`src/rtl/multicycle_control.sv`:
```
// Multi-cycle control FSM: sequences FETCH/DECODE/EXEC/MEM/WB for the isa_op
// instruction set and drives the datapath selects, with a bounded memory handshake.
module multicycle_control #(
   parameter int MEM_TIMEOUT = 16
) (
   input  logic       clk,
   input  logic       rst_n,
   input  logic [3:0] opcode,
   input  logic       alu_zero,
   input  logic       mem_ready,
   output logic       imem_req,
   output logic       ir_we,
   output logic       pc_we,
   output logic       pc_src,
   output logic [2:0] alu_func,
   output logic       alu_src_imm,
   output logic       alu_a_zero,
   output logic       alu_swap,
   output logic       dmem_req,
   output logic       dmem_we,
   output logic       reg_we,
   output logic [1:0] data_sel,
   output logic       bus_err,
   output logic       illegal,
   output logic [2:0] state_o
);

   typedef enum logic [3:0] {
      ISA_ADD  = 4'd0, ISA_SUB  = 4'd1, ISA_AND  = 4'd2, ISA_OR   = 4'd3,
      ISA_SLT  = 4'd4, ISA_JAL  = 4'd5, ISA_BEQ  = 4'd6, ISA_LOAD = 4'd7,
      ISA_STOR = 4'd8, ISA_ADDI = 4'd9, ISA_LUI  = 4'd10
   } isa_op_t;

   typedef enum logic [2:0] {
      ALU_NOP = 3'd0, ALU_ADD = 3'd1, ALU_SUB = 3'd2, ALU_AND = 3'd3,
      ALU_OR  = 3'd4, ALU_GT  = 3'd5, ALU_ET  = 3'd6
   } alu_func_t;

   typedef enum logic [1:0] {
      DATA_NOP = 2'd0, DATA_ALU = 2'd1, DATA_WORD = 2'd2, DATA_PC = 2'd3
   } data_s_t;

   typedef enum logic [2:0] {
      S_IDLE = 3'd0, S_FETCH = 3'd1, S_DECODE = 3'd2, S_EXEC = 3'd3,
      S_MEM  = 3'd4, S_WB    = 3'd5, S_TRAP   = 3'd6
   } state_t;

   localparam int CW = $clog2(MEM_TIMEOUT);

   state_t        state_q, state_d;
   isa_op_t       op_q, op_d;
   logic [CW-1:0] cnt_q, cnt_d;
   logic          illegal_q, illegal_d;

   alu_func_t     ex_func_s;
   logic          ex_imm_s, ex_azero_s, ex_swap_s;
   logic          hold_s, timeout_s;

   assign timeout_s = (cnt_q == CW'(MEM_TIMEOUT - 1)) && !mem_ready;
   // ALU/ADDI/LUI keep their EXEC operand selects stable through WB
   assign hold_s    = op_q inside {ISA_ADD, ISA_SUB, ISA_AND, ISA_OR, ISA_SLT, ISA_ADDI, ISA_LUI};
   assign illegal   = illegal_q;
   assign state_o   = state_q;

   // State, latched opcode, handshake counter and sticky illegal flag
   always_ff @(posedge clk or negedge rst_n) begin
      if (!rst_n) begin
         state_q   <= S_IDLE;
         op_q      <= ISA_ADD;
         cnt_q     <= '0;
         illegal_q <= 1'b0;
      end else begin
         state_q   <= state_d;
         op_q      <= op_d;
         cnt_q     <= cnt_d;
         illegal_q <= illegal_d;
      end
   end

   // ALU control word for the latched opcode, shared by EXEC, MEM and WB
   always_comb begin
      ex_func_s  = ALU_NOP;
      ex_imm_s   = 1'b0;
      ex_azero_s = 1'b0;
      ex_swap_s  = 1'b0;
      case (op_q)
         ISA_ADD: ex_func_s = ALU_ADD;
         ISA_SUB: ex_func_s = ALU_SUB;
         ISA_AND: ex_func_s = ALU_AND;
         ISA_OR:  ex_func_s = ALU_OR;
         ISA_SLT: begin
            ex_func_s = ALU_GT;
            ex_swap_s = 1'b1;
         end
         ISA_BEQ: ex_func_s = ALU_ET;
         ISA_LOAD, ISA_STOR, ISA_ADDI: begin
            ex_func_s = ALU_ADD;
            ex_imm_s  = 1'b1;
         end
         ISA_LUI: begin
            ex_func_s  = ALU_ADD;
            ex_imm_s   = 1'b1;
            ex_azero_s = 1'b1;
         end
         default: ex_func_s = ALU_NOP;
      endcase
   end

   // Next-state and Moore outputs; the counter only survives a stalled request cycle
   always_comb begin
      state_d     = state_q;
      op_d        = op_q;
      cnt_d       = '0;
      illegal_d   = illegal_q;
      imem_req    = 1'b0;
      ir_we       = 1'b0;
      pc_we       = 1'b0;
      pc_src      = 1'b0;
      alu_func    = ALU_NOP;
      alu_src_imm = 1'b0;
      alu_a_zero  = 1'b0;
      alu_swap    = 1'b0;
      dmem_req    = 1'b0;
      dmem_we     = 1'b0;
      reg_we      = 1'b0;
      data_sel    = DATA_NOP;
      bus_err     = 1'b0;
      case (state_q)
         S_IDLE: state_d = S_FETCH;
         S_FETCH: begin
            imem_req = 1'b1;
            if (mem_ready) begin
               ir_we   = 1'b1;
               state_d = S_DECODE;
            end else if (timeout_s) begin
               bus_err = 1'b1;
               state_d = S_FETCH;
            end else begin
               cnt_d = cnt_q + CW'(1);
            end
         end
         S_DECODE: begin
            op_d = isa_op_t'(opcode);
            if (opcode > 4'd10) begin
               illegal_d = 1'b1;
               state_d   = S_TRAP;
            end else begin
               state_d = S_EXEC;
            end
         end
         S_EXEC: begin
            alu_func    = ex_func_s;
            alu_src_imm = ex_imm_s;
            alu_a_zero  = ex_azero_s;
            alu_swap    = ex_swap_s;
            case (op_q)
               ISA_BEQ: begin
                  pc_we   = 1'b1;
                  pc_src  = alu_zero;
                  state_d = S_FETCH;
               end
               ISA_LOAD, ISA_STOR: state_d = S_MEM;
               default:            state_d = S_WB;
            endcase
         end
         S_MEM: begin
            dmem_req    = 1'b1;
            dmem_we     = (op_q == ISA_STOR);
            alu_func    = ex_func_s;
            alu_src_imm = ex_imm_s;
            if (mem_ready) begin
               if (op_q == ISA_STOR) begin
                  pc_we   = 1'b1;
                  state_d = S_FETCH;
               end else begin
                  state_d = S_WB;
               end
            end else if (timeout_s) begin
               bus_err = 1'b1;
               state_d = S_FETCH;
            end else begin
               cnt_d = cnt_q + CW'(1);
            end
         end
         S_WB: begin
            reg_we  = 1'b1;
            pc_we   = 1'b1;
            pc_src  = (op_q == ISA_JAL);
            state_d = S_FETCH;
            case (op_q)
               ISA_LOAD: data_sel = DATA_WORD;
               ISA_JAL:  data_sel = DATA_PC;
               default:  data_sel = DATA_ALU;
            endcase
            if (hold_s) begin
               alu_func    = ex_func_s;
               alu_src_imm = ex_imm_s;
               alu_a_zero  = ex_azero_s;
               alu_swap    = ex_swap_s;
            end else begin
               alu_func = ALU_NOP;
            end
         end
         S_TRAP:  state_d = S_TRAP;
         default: state_d = S_IDLE;
      endcase
   end

endmodule

```
`config.mk`:
```
export PLATFORM = sky130hd
export DESIGN_NAME = multicycle_control
export DESIGN_NICKNAME = d
export VERILOG_FILES = /design/src/rtl/multicycle_control.sv
export SDC_FILE = /design/constraint.sdc
export NUM_CORES = 1
export LEC_CHECK = 0
export CELL_PAD_IN_SITES_DETAIL_PLACEMENT = 0
export CELL_PAD_IN_SITES_GLOBAL_PLACEMENT = 1
export CORE_MARGIN = 4
export CORE_UTILIZATION = 31
export CTS_CLUSTER_SIZE = 12
export DETAILED_ROUTE_END_ITERATION = 10
export HOLD_SLACK_MARGIN = 0.1
export PLACE_DENSITY_LB_ADDON = 0.12
export REMOVE_ABC_BUFFERS = 1
export SKIP_CTS_REPAIR_TIMING = 1
export SLEW_MARGIN = 0
export SYNTH_ARGS = -nofsm -noshare
export SYNTH_HDL_FRONTEND = slang
export SYNTH_SLANG_ARGS = --single-unit
```
`constraint.sdc`:
```
create_clock -name clk -period 1.6 [get_ports clk]
set_input_delay 0.24 -clock clk [delete_from_list [all_inputs] [get_ports clk]]
set_output_delay 0.24 -clock clk [all_outputs]
set_load 0.005 [all_outputs]
```
Word-level counts from Yosys, hierarchy flattened:

Index checks and enable logic that the tools add are counted.

* output and inout port bits: 20
* logic and storage cells: 74
* bits in registers: 12

* magnitude comparators: 1
* add/subtract/negate cells: 1
* muxes and demuxes: 39
* equality and inequality tests: 17
* reductions and logical operators: 12

Operators with widths (count)
* one-hot mux 3 bit (6 select lines): 2
* 2-to-1 mux 1 bit: 19
* 2-to-1 mux 3 bit: 6
* == test 4 x 3 -> 1 bit (second input constant): 4
* == test 4 bit (second input constant): 4
* 2-to-1 mux 4 bit: 3
* one-hot mux 3 bit (2 select lines): 2
* == test 3 bit (second input constant): 3
* == test 4 x 2 -> 1 bit (second input constant): 2
* one-hot mux 1 bit (2 select lines): 4
* OR reduction 2 bit: 4
* nonzero test 7 bit: 1
* == test 3 x 2 -> 1 bit (second input constant): 2
* OR reduction 5 bit: 1
* adder 4 x 1 -> 4 bit (second input constant): 1
* == test 4 x 1 -> 1 bit (second input constant): 1
* greater-than comparator 4 bit (second input constant): 1
* zero test 4 bit: 1
* one-hot mux 2 bit (2 select lines): 1
* OR reduction 4 bit: 1
* == test 3 x 1 -> 1 bit (second input constant): 1
* zero test 3 bit: 1
* one-hot mux 1 bit (3 select lines): 1
* 2-to-1 mux 2 bit: 1
* 3 further kinds: 3

Longest topological paths before layout:

Gate-level depths: netlist of the first run.

* word-level depth: 5
* mapped depth: 4

Least setup slack after synthesis of the first run:

No wires, ideal clock.

* kind: reg2reg
* start: reg cnt_q[0]
* end: reg state_q[0], in the netlist state_o[0]
* data required time: 1.480 ns
* cell stages (with the launch flop): 5
* buffers on the path: 0
* arrival: 1.367 ns
* clock period less this slack: 1.487 ns
* slack: 0.113 ns
* cells stage by stage: dfrtp_1 -> ha_1 -> and3_1 -> or4_1 -> a31o_1

* longest elaborated chain between the ends: 5

RTL lines
* from (decl): RTL line 52 `logic [CW-1:0] cnt_q, cnt_d;`
* from (signal assigned): RTL line 75 `cnt_q <= cnt_d;`
* == test 4 bit (*): RTL line 59 `assign timeout_s = (cnt_q == CW'(MEM_TIMEOUT - 1)) && !mem_ready;`
* logical AND 1 bit (*): RTL line 59
* 2-to-1 mux 3 bit (*)
* 2-to-1 mux 3 bit (on tied branches)
* one-hot mux 3 bit (6 select lines) (*)
* named net state_d[0]: RTL line 50 `state_t state_q, state_d;`
* to (signal assigned): RTL line 73 `state_q <= state_d;`
* to (decl): RTL line 50

Mark *: on every way through the listed nets, which the timed path passes. The rest lies on a longest branch.
A chain may end at the register's enable or synchronous reset.

Final worst setup path of the first run:

* start: reg op_q[0]
* end: out alu_func[1]

* longest elaborated chain between the ends: 5

RTL lines
* from (decl): RTL line 51 `isa_op_t op_q, op_d;`
* from (signal assigned): RTL line 74 `op_q <= op_d;`
* == test 4 bit, or another cell as far along: RTL line 61, 86
* OR reduction 5 bit (no line)
* one-hot mux 3 bit (6 select lines): RTL line 86 `case (op_q)`
* 2-to-1 mux 3 bit: RTL line 195 `if (hold_s) begin`
* one-hot mux 3 bit (2 select lines) (*): RTL line 128 `case (state_q)`
* to (decl): RTL line 15 `output logic [2:0] alu_func,`

Mark *: on every way between the ends. The rest lies on a longest branch, timed or not.

==> results of run 1 <==
[area by class of cell]
type	instances	area, µm²	area share [%]
Clock buffer	4	36.28	2.172
Inverter	5	18.77	1.124
Multi-Input combinational cell	68	633.1	37.90
Sequential cell	12	306.5	18.35
Tap cell	31	38.79	2.322
Timing Repair Buffer	72	636.9	38.13
[flip-flops by register name, indices dropped and copies added (netlist names)]
register  count
state_o       3
op_q          4
cnt_q         4
illegal       1
[synthesized netlist by cell type, types with 2 or more instances]
cell,instances,share of area (%)
dfrtp_1,12,34
inv_2,2,0.84
xor2_1,3,2.9
and3_1,2,1.4
and4b_1,2,2.2
nor2_1,5,2.1
mux2_2,5,6.3
inv_1,3,1.3
or3_1,2,1.4
nand2_1,2,0.84
buf_2,3,1.7
buf_4,3,2.5
nand3_1,2,1.1
o21ai_0,3,1.7
nor3b_1,2,1.7
and2_1,2,1.4
a211oi_1,2,1.7
o21bai_1,2,1.7
nor2b_1,3,2.1
nor3b_2,2,2.8
nor3_1,3,1.7
a21oi_1,3,1.7
[cell families after synthesis]
logic type | after synthesis
and+or+nand+nor | 38
AOI/OAI and AO/OA | 20
buffers and inverters | 12
DFF | 12
muxes | 5
xor gates and xnor gates | 4
adders and majority gates | 1
[metal layers]
layer	GRT usage, %	part of all wire, %	up-vias
li1	-	-	483
met1	19.21	46	465
met2	20.78	48	24
met3	3.099	4.9	2
met4	3.636	0.64	0
met5	0	0	-
[stage by stage]
step	TNS, ps	cell area, µm²	hold WS (ps)	power, mW
after floorplan	0	845.8	-55.59	1.215
final	-2297	1670	317.8	2.946
after detailed placement	-3330	1358	451.0	2.083
after global routing	-3386	1670	359.0	3.172
after global placement	-3251	1358	443.6	2.066
after CTS	-8145	1394	332.9	2.331
[where the power goes]
part	switching [mW]	internal (mW)	total, mW
logic	0.823	1.29	2.11
registers	0.166	0.428	0.594
clock network	0.106	0.138	0.244
[final timing paths]
check                           startpoint           to  slack [ps]
worst max-delay path               op_q[0]  alu_func[1]        -330
worst min-delay path                 rst_n   state_o[0]         320
worst max register to register     op_q[1]   state_o[2]          70
worst min register to register    cnt_q[0]     cnt_q[0]         470
max in group asynchronous            rst_n      op_q[2]         880
min in group clk                  cnt_q[0]     cnt_q[0]         470
[worst register-to-register path: cells and delay by family (launching register included)]
family | cells | cell delay [ps]
buf+inv | 2 | 310
compound gates | 1 | 60
simple gates | 2 | 570
flops | 1 | 480
==> impl_metrics.env, run 1 <==
export IMPL_outcome="finished with violations"
export IMPL_violations="setup timing"
export IMPL_overflow=0
export IMPL_crit_cells=6
export IMPL_async_reset_ff_share_pct=100.0
export IMPL_worstMarginPinSlew_ps=551.9
export IMPL_critPathRequiredTime_ps=1360
export IMPL_period_minus_slack_ps=1927
export IMPL_io_buffers=27
export IMPL_crit_arrival_ps=1690
export IMPL_synthAdderAreaFrac_pct=1.399
export IMPL_leakage_nw=0.8151
export IMPL_clockBufferDepth=2
export IMPL_synthToLayoutAreaGrowth_pct=86.71
export IMPL_hp_class="primary input to async pin"
export IMPL_gp_congestion=0.8107
export IMPL_grt_setup_unrepaired="yes"
export IMPL_netlist_area_um2=894.6
export IMPL_via_per_inst=5.073
export IMPL_dp_hpwl_mm=1.906
export IMPL_antennaDiodeCount=0
export IMPL_fillers=247
export IMPL_ys_ff_latch=12
export IMPL_drive_above_1_share_pct=63.35
export IMPL_cp_end_kind="output port"
export IMPL_cpPeakStageDelay_ps=450
export IMPL_first_iter_violations=28
export IMPL_synth_cell_type_count=46
export IMPL_critical_path_class="flip-flop to output port"
export IMPL_fmax_mhz=519.0
export IMPL_vias=974
export IMPL_pin_count=28
export IMPL_synthSimpleGateAreaFrac_pct=30.35
export IMPL_synth_ff_type="dfrtp_1"
export IMPL_synth_edff_count=0
export IMPL_utilization_pct=60.57
export IMPL_track_usage_pct=13.54
export IMPL_htree_levels=1
export IMPL_crit_chain="buf_6 -> o21ai_2 -> o2111ai_2 -> buf_4 -> a221oi_2 -> buf_2"
export IMPL_synth_top_family_by_area="simple AND/OR/NAND/NOR gates"
export IMPL_synth_area_per_cell_um2=9.724
export IMPL_slowest_stage="dfrtp_2"
export IMPL_clock_latency_ps=270
export IMPL_dieArea_um2=3809
export IMPL_synth_compound_area_share_pct=16.92
export IMPL_post_place_ws_ps=-360.0
export IMPL_placed_cells_incl_taps=170
export IMPL_clock_root_buffer="clkbuf_4"
export IMPL_r2r_cells=5
export IMPL_worst_slack_ps=-326.7
export IMPL_core_um2=2758
export IMPL_initial_core_util_pct=32.44
export IMPL_clkTransAtPathRegs_ps=80
export IMPL_path_max_fanout=4
export IMPL_cts_tree="done"
export IMPL_slew_viol_final=0
export IMPL_drv_cap=0
export IMPL_crit_family="compound AO/OA/AOI/OAI gates"
export IMPL_drc_errors=0
export IMPL_peakVddDrop_mv=1.200
export IMPL_antenna_found_initial=0
export IMPL_worst_clock_skew_ps=2.429
export IMPL_post_route_period_util_pct=120.4
export IMPL_cts_sinks=12
export IMPL_grt_max_degree=13
export IMPL_hold_viol=0
export IMPL_dieHeight_um=61.72
export IMPL_power_density_nw_per_um2=1764
export IMPL_drtAntennaViolNets=0
export IMPL_final_cell_mix="30 x buf_4, 17 x buf_6, 10 x clkdlybuf4s50_1"
export IMPL_layout_commonest_cell="buf_4"
export IMPL_grt_pass1_vias=862
export IMPL_yosys_warnings=0
export IMPL_grt_pass1_wl_mm=3.912
export IMPL_yosys_area_share_xor_xnor_pct=3.916
export IMPL_synthMuxAreaShare_pct=6.294
export IMPL_yosysSeqAreaShare_pct=33.57
export IMPL_drt_total_wl_mm=2.675
export IMPL_final_cells=192
export IMPL_cts_made_buffers=3
export IMPL_cp_buffers_inverters=3
export IMPL_synth_cells=92
export IMPL_start_kind="flip-flop"
export IMPL_finalSetupViolCount=13
export IMPL_dieWidth_um=61.72
export IMPL_nets=171
export IMPL_drtPass1Iterations=4
export IMPL_routedWlPerCell_um=13.93
export IMPL_relSlewSlack_pct=63.09
export IMPL_rows=19
Power figures use the tool's default switching activity.
==> run 2, diff against run 1 <==
Settings changed: CORE_UTILIZATION 31 to 34, GPL_TIMING_DRIVEN set to 1.
Clock period 1.6 ns to 2 ns, I/O delays scaled along.
==> impl_metrics.env, run 2 (same netlist as run 1, synthesis figures left out) <==
export IMPL_hp_class="primary input to async pin"
export IMPL_worstMarginPinSlew_ps=519.6
export IMPL_dieWidth_um=59.30
export IMPL_clock_latency_ps=270
export IMPL_path_max_fanout=4
export IMPL_cts_tree="done"
export IMPL_clockBufferDepth=2
export IMPL_clock_power_share_pct=9.4
export IMPL_grt_setup_unrepaired="yes"
export IMPL_slew_viol_final=0
export IMPL_fillers=217
export IMPL_power_density_nw_per_um2=1351
export IMPL_total_power_mw=2.049
export IMPL_drtPass1Iterations=4
export IMPL_finalSetupViolCount=1
export IMPL_post_route_period_util_pct=100.0
export IMPL_start_kind="flip-flop"
export IMPL_r2r_cells=5
export IMPL_swShare_pct=37.99
export IMPL_cts_made_buffers=3
export IMPL_drive_above_1_share_pct=47.95
export IMPL_violations="setup timing"
export IMPL_layout_commonest_cell="buf_4"
export IMPL_drc_errors=0
export IMPL_p_sw_mw=0.7786
export IMPL_period_minus_slack_ps=2001
export IMPL_relSlewSlack_pct=65.25
export IMPL_drv_cap=0
export IMPL_seq_area_um2=307.8
export IMPL_setup_tns_ps=-0.8878
export IMPL_drtAntennaViolNets=0
export IMPL_io_buffers=27
export IMPL_critical_path_class="flip-flop to output port"
export IMPL_final_cell_mix="24 x buf_4, 14 x clkdlybuf4s50_1, 11 x dlymetal6s2s_1"
export IMPL_dieArea_um2=3516
export IMPL_antennaDiodeCount=0
export IMPL_internal_power_mw=1.271
export IMPL_grt_max_degree=13
export IMPL_rows=18
export IMPL_initial_core_util_pct=35.79
export IMPL_vias=887
export IMPL_overflow=0
export IMPL_dieHeight_um=59.30
export IMPL_grt_pass1_wl_mm=3.553
export IMPL_peakVddDrop_mv=0.8208
export IMPL_rr_startpoint="op_q[0]"
export IMPL_utilization_pct=60.66
export IMPL_fmax_mhz=499.8
export IMPL_setup_worst_path_start="op_q[0]"
export IMPL_pin_count=28
export IMPL_seqPwrFrac_pct=23.8
export IMPL_gp_congestion=0.7678
export IMPL_rrSetupSlack_ps=410
export IMPL_dp_hpwl_mm=1.756
export IMPL_track_usage_pct=13.41
export IMPL_multiInputGateArea_um2=586.8
export IMPL_grt_pass1_vias=798
export IMPL_nets=156
export IMPL_antenna_found_initial=0
export IMPL_worst_clock_skew_ps=2.178
export IMPL_first_iter_violations=9
export IMPL_leakage_nw=0.8330
export IMPL_cts_sinks=12
export IMPL_critPathRequiredTime_ps=1700
export IMPL_clkTransAtPathRegs_ps=80
export IMPL_synthToLayoutAreaGrowth_pct=69.51
export IMPL_htree_levels=1
export IMPL_outcome="finished with violations"
export IMPL_power_frac_comb_pct=66.9
export IMPL_via_per_inst=5.040
export IMPL_hold_viol=0
export IMPL_worst_slack_ps=-0.8878
export IMPL_drt_total_wl_mm=2.490
export IMPL_post_place_ws_ps=-67.59
export IMPL_final_cells=176
export IMPL_cp_end_kind="output port"
export IMPL_core_um2=2500
export IMPL_crit_arrival_ps=1700
export IMPL_placed_cells_incl_taps=158
export IMPL_clock_root_buffer="clkbuf_4"
export IMPL_routedWlPerCell_um=14.15
run 2: cell count changes in the layout (fill, tap and decap cells not counted), sizes merged:
cell,previous run,this run
buf,55,32
clkbuf,7,4
clkdlybuf4s50,10,14
dlymetal6s2s,4,11
run 2: metrics by stage:
stage,instance area [µm²],hold WS [ps]
3_5_place_dp,1274,452.4
3_3_place_gp,1274,447.5
6_report,1516,367.9
5_1_grt,1516,419.8
2_1_floorplan,845.8,4.409
4_1_cts,1310,384.8
run 2: worst paths after layout:
kind                                     to
max in group asynchronous        state_o[2]
min in group clk                   cnt_q[0]
worst max-delay path            alu_func[1]
worst max register to register   state_o[2]
worst min-delay path               cnt_q[0]
worst min register to register     cnt_q[0]
run 2: worst max-delay path: stages (launching register included):
cell and delay (ps):
dfrtp_2 440, buf_4 160, xor2_2 120, o2111ai_2 140
buf_4 180, a221oi_2 230, dlymetal6s2s_1 160
run 2: power groups by stage:
stage / Combinational (mW) / Sequential (mW) / Clock, mW
after floorplan: 0.461 / 0.511 / 0
after global placement: 1.05 / 0.485 / 0
after detailed placement: 1.06 / 0.490 / 0
after CTS: 1.06 / 0.486 / 0.205
after global routing: 1.49 / 0.508 / 0.218
final: 1.37 / 0.487 / 0.192
run 2: layout make-up:
type | instances | area share [%]
Sequential cell | 12 | 20.30
Inverter | 5 | 1.238
Clock buffer | 4 | 2.393
Multi-Input combinational cell | 68 | 38.70
Tap cell | 30 | 2.475
Timing Repair Buffer | 57 | 34.90
run 2: routing by layer:
layer  wire length [µm]  vias up  track usage [%]
li1                   -      452                -
met4                 34        0            5.825
met5                  0        -                0
met1               1026      414            16.85
met2               1326       15            23.09
met3                103        6            1.307
==> run 3, diff against run 2 <==
Settings changed: ABC_CLOCK_PERIOD_IN_PS set to 2000.
==> results of run 3 <==
Same layout as run 2: the final DEF is identical, and so are final timing and power.
